$ cat config.mk
export PLATFORM = sky130hd
export DESIGN_NAME = rgb_fade_ctrl
export DESIGN_NICKNAME = d
export VERILOG_FILES = /design/src/rtl/rgb_fade_ctrl.sv
export SDC_FILE = /design/constraint.sdc
export NUM_CORES = 1
export LEC_CHECK = 0
export CAP_MARGIN = 20
export CORE_ASPECT_RATIO = 0.9
export CORE_UTILIZATION = 35
export DETAILED_ROUTE_END_ITERATION = 10
export GPL_ROUTABILITY_DRIVEN = 0
export PLACE_DENSITY = 0.52
export SLEW_MARGIN = 20
export SYNTH_ARGS = -nofsm -noshare
export SYNTH_HDL_FRONTEND = slang
export SYNTH_SLANG_ARGS = --single-unit
$ cat constraint.sdc
create_clock -name clk -period 7.85 [get_ports clk]
set_input_delay 1.57 -clock clk [delete_from_list [all_inputs] [get_ports clk]]
set_output_delay 1.57 -clock clk [all_outputs]
set_load 0.01 [all_outputs]
$ cat src/rtl/rgb_fade_ctrl.sv
// rgb_fade_ctrl: frame-aligned RGB duty sequencer (ramp or instant jump) feeding three pwm_driver duty inputs.
// Ports: clk/rst (sync, active-high); cmd_valid/cmd_ready handshake with cmd_r/g/b targets and cmd_instant;
// duty_r/g/b to the PWM drivers; busy while a command is in flight; done pulses in the completing frame_tick
// cycle; frame_tick marks the last clock of each 256-clock PWM frame.
// Optional: define RGB_FADE_RETARGET_EN to accept new targets while fading.
module rgb_fade_ctrl #(
  parameter int STEP_FRAMES = 4
) (
  input  logic       clk,
  input  logic       rst,
  input  logic       cmd_valid,
  output logic       cmd_ready,
  input  logic [7:0] cmd_r,
  input  logic [7:0] cmd_g,
  input  logic [7:0] cmd_b,
  input  logic       cmd_instant,
  output logic [7:0] duty_r,
  output logic [7:0] duty_g,
  output logic [7:0] duty_b,
  output logic       busy,
  output logic       done,
  output logic       frame_tick
);
  typedef enum logic [1:0] {IDLE, FADE, JUMP} state_t;
  state_t state;
  logic [7:0] fc, sc, tr, tg, tb, nr, ng, nb;
  logic accept, eq_now, eq_next, last_step, complete;
  function automatic logic [7:0] step(input logic [7:0] d, input logic [7:0] t);
    return d < t ? d + 8'd1 : d > t ? d - 8'd1 : d;
  endfunction
  assign nr = step(duty_r, tr);
  assign ng = step(duty_g, tg);
  assign nb = step(duty_b, tb);
  assign eq_now = {duty_r, duty_g, duty_b} == {tr, tg, tb};
  assign eq_next = {nr, ng, nb} == {tr, tg, tb};
  assign last_step = sc == 8'(STEP_FRAMES - 1);
  assign frame_tick = fc == 8'hff;
  assign busy = state != IDLE;
`ifdef RGB_FADE_RETARGET_EN
  assign cmd_ready = state != JUMP;
`else
  assign cmd_ready = state == IDLE;
`endif
  assign accept = cmd_valid & cmd_ready;
  assign complete = frame_tick & (state == JUMP | (state == FADE & (eq_now | (last_step & eq_next))));
  // a simultaneous accept supersedes the completing command, so its done is dropped
  assign done = complete & ~accept & ~rst;
  always_ff @(posedge clk) begin
    if (rst) begin
      state <= IDLE;
      fc <= '0;
      sc <= '0;
      {tr, tg, tb} <= '0;
      {duty_r, duty_g, duty_b} <= '0;
    end else begin
      fc <= fc + 8'd1;
      if (accept) begin
        {tr, tg, tb} <= {cmd_r, cmd_g, cmd_b};
        sc <= '0;
        state <= cmd_instant ? JUMP : FADE;
      end else if (frame_tick && state == JUMP) begin
        {duty_r, duty_g, duty_b} <= {tr, tg, tb};
        state <= IDLE;
      end else if (frame_tick && state == FADE) begin
        if (eq_now) state <= IDLE;
        else if (last_step) begin
          sc <= '0;
          {duty_r, duty_g, duty_b} <= {nr, ng, nb};
          if (eq_next) state <= IDLE;
        end else sc <= sc + 8'd1;
      end
    end
  end
endmodule

==> metrics.md <==
| Metric | Value |
|---|---|
| Outcome | `complete, no violations` |
| Placement Setup Slack | `2.50 ns` |
| Synth warnings | `0` |
| CTS Hold Bufs | `0` |
| Grt ovf | `0` |
| VDD IR max | `0.132 mV` |
| Total Routing Usage GR | `21.2%` |
| Final setup margin | `2.08 ns` |
| Port bufs | `55` |
| WL/cell | `16.4 microns` |
| Number of flops mapped to enable cells by yosys | `0` |
| Commonest cells after routing, fill and taps aside | `nand2_1 (86), nor2_1 (83), dfxtp_1 (66), clkdlybuf4s50_1 (54), a21oi_1 (50)` |
| First-pass GRT wire length | `24,500 microns` |
| Die Span Y | `117 microns` |
| Postcts setup bufs | `0` |
| Die ar. | `15,100 sq um` |
| Storage element area | `1320 sq um` |
| Max Cap Viol | `0` |
| Share of cells above drive strength 1 | `5.52%` |
| Pwr/cell area | `218 nW/um^2` |
| Max Fclk | `173 MHz` |
| Area Overhead vs Synth | `18.2%` |
| Final Non-Filler Cells | `918` |
| Crit path time final | `5.77 ns` |
| Clock latency on the worst-skew pair | `0.35 ns` |
| Multi-input gate area | `3530 sq um` |
| Setup tns final | `0 ns` |
| First-pass iteration count of the detailed router | `7` |
| CP max stage delay | `0.59 ns` |
| Root Driver | `clkbuf_16` |
| Commonest non-fill, non-tap cell in the layout | `nand2_1` |
| Worst hold slack | `0.466 ns` |
| Cell Area, Synth | `5120 sq um` |
| Met3 Use GR | `5.41%` |
| Finished Cell Area | `6050 sq um` |
| CP Data Required Time | `6.28 ns` |
| FF+latch count, synth | `66` |
| Min-Delay Path Class | `reg -> reg` |
| Startpoint Class | `flip-flop` |
| # setup viols final | `0` |
| Crit. End Element | `output pin` |
| CTS tree | `built` |
| GRT met2 Usage | `33.4%` |
| Vias | `5,005` |
| Number of global-route vias before repair | `4,766` |
| RSZ-0062 raised after global routing | `false` |
| I/O Pins | `56` |
| Avg Vias per Cell | `5.45` |
| Syn nets | `751` |
| Worst-Margin Slew | `1.06 ns` |
| Async SR Flop Fraction | `0%` |
| Area of the core | `14,200 sq um` |
| Initial antenna violation count | `0` |
| DR iter-0 viols | `375` |
| Hold Fails Final Rpt | `0` |
| Met1 Use GR | `28.2%` |
| Clock Sink Count | `66` |
| Period utilization | `73.5%` |
| DRC | `0` |
| Largest net degree at the start of global routing | `62` |
| Post-Syn Area per Cell | `7.41 sq um` |
| Detailed placement HPWL | `10,800 microns` |
| Slew HR | `29.0%` |
| Cells after Synth | `691` |
| Family with the most delay on the worst path | `simple AND/OR/NAND/NOR gates` |
| Placed Area | `5760 sq um` |
| Detail Route Antenna Nets | `0` |
| Ys flop type | `dfxtp_1` |
| Nets | `780` |
| Synth cell types | `69` |
| CP bufs+invs | `1` |
| Filler Cell Count | `1,454` |
| Initial core utilization | `36.1%` |
| Worst Path Class, Setup | `reg -> out` |
| Cell mode on critical path | `nor2_1` |
| Maximum clock path buffer count | `2` |
| Cells along the critical path | `ha_1, a21oi_1, nor2_1, a211o_1, nor2_1, mux2_2, nor3b_1, nor4_2, nand4_1, a311oi_2, clkdlybuf4s50_1` |
| Global routing's busiest layer | `met2` |
| Final wirelength | `15,000 microns` |
| Final Max Slew Viols | `0` |
| Post-cts sizing count | `0` |
| Crit-path max FO | `11` |
| Clock-pin slew on the worst setup and hold paths | `0.06 ns` |
| CTS buffer count | `9` |
| Static Leak | `2.24 nW` |
| Placed Instances | `902` |
| Layout Skew | `0.0116 ns` |
| CP max-delay cell | `nor2_1` |
| H-tree Lvls | `3` |
| Crit path DAT | `4.20 ns` |
| Placement row count | `41` |
| Seq/Total Area, Yosys | `25.8%` |
| Die Wd | `129 microns` |
| Inserted Diodes | `0` |
==> cell type report <==
cell class              instances  share of cell area (%)
multi-input cells             556                    58.4
flip-flops and latches         66                    21.8
repair buffers                 56                    9.14
well taps                     193                    3.99
clock buffers                   9                    3.72
inverters                      31                    1.92
clock inverters                 7                   0.993
==> flip-flops by register name, indices dropped and copies added (netlist names) <==
name / count
tg: 8
duty_r: 8
fc: 8
duty_b: 8
tb: 8
tr: 8
sc: 8
duty_g: 8
state: 2
==> worst paths after layout <==
kind | startpoint | endpoint | slack, ns | depth (start not counted)
worst max register to register | tr[5] | duty_g[1] | 4.05 | 11
worst min register to register | fc[0] | fc[0] | 0.47 | 1
worst min-delay path | fc[0] | fc[0] | 0.47 | 1
worst max-delay path | duty_g[5] | done | 2.08 | 11
==> kinds of logic after synthesis <==
| kind of cell | synth area share, % |
|---|---|
| mux | 1.42 |
| fa+ha+maj | 8.02 |
| simple gates | 27.6 |
| xor+xnor | 10.8 |
| flops | 25.8 |
| compound gates | 21.2 |
| buf+inv | 5.23 |
==> stage by stage <==
step	util (%)	power, W
global placement	40.7	0.000922
floorplan	-	0.000779
detailed placement	40.7	0.000925
finish	42.7	0.00132
CTS	42.7	0.00133
global route	42.7	0.00141
==> layer usage <==
metal | vias to the layer above | part of all wire, % | wire length [microns]
li1 | 2528 | - | -
met1 | 2312 | 48 | 7210
met3 | 21 | 5.7 | 858
met5 | - | 0 | 0
met2 | 144 | 44 | 6660
met4 | 0 | 2.1 | 314
==> report_power, final <==
group	total, W	internal, W	switching [W]
Clock	0.000393	0.000219	0.000174
Sequential	0.000384	0.000356	0.0000283
Combinational	0.000540	0.000203	0.000337
==> Yosys cell counts (7+ instances only) <==
cell / n / area (sq um)
a211oi_1: 26 / 195
a21oi_1: 50 / 250
clkbuf_1: 32 / 120
dfxtp_1: 66 / 1320
ha_1: 32 / 400
inv_1: 31 / 116
nand2_1: 87 / 327
nand3_1: 23 / 115
nand4_1: 13 / 81.3
nor2_1: 83 / 312
nor2b_1: 7 / 43.8
nor3_1: 24 / 120
o211ai_1: 7 / 52.6
o21ai_0: 24 / 120
or3_1: 10 / 62.6
xnor2_1: 28 / 245
xor2_1: 35 / 307
Power figures use the tool's default switching activity.
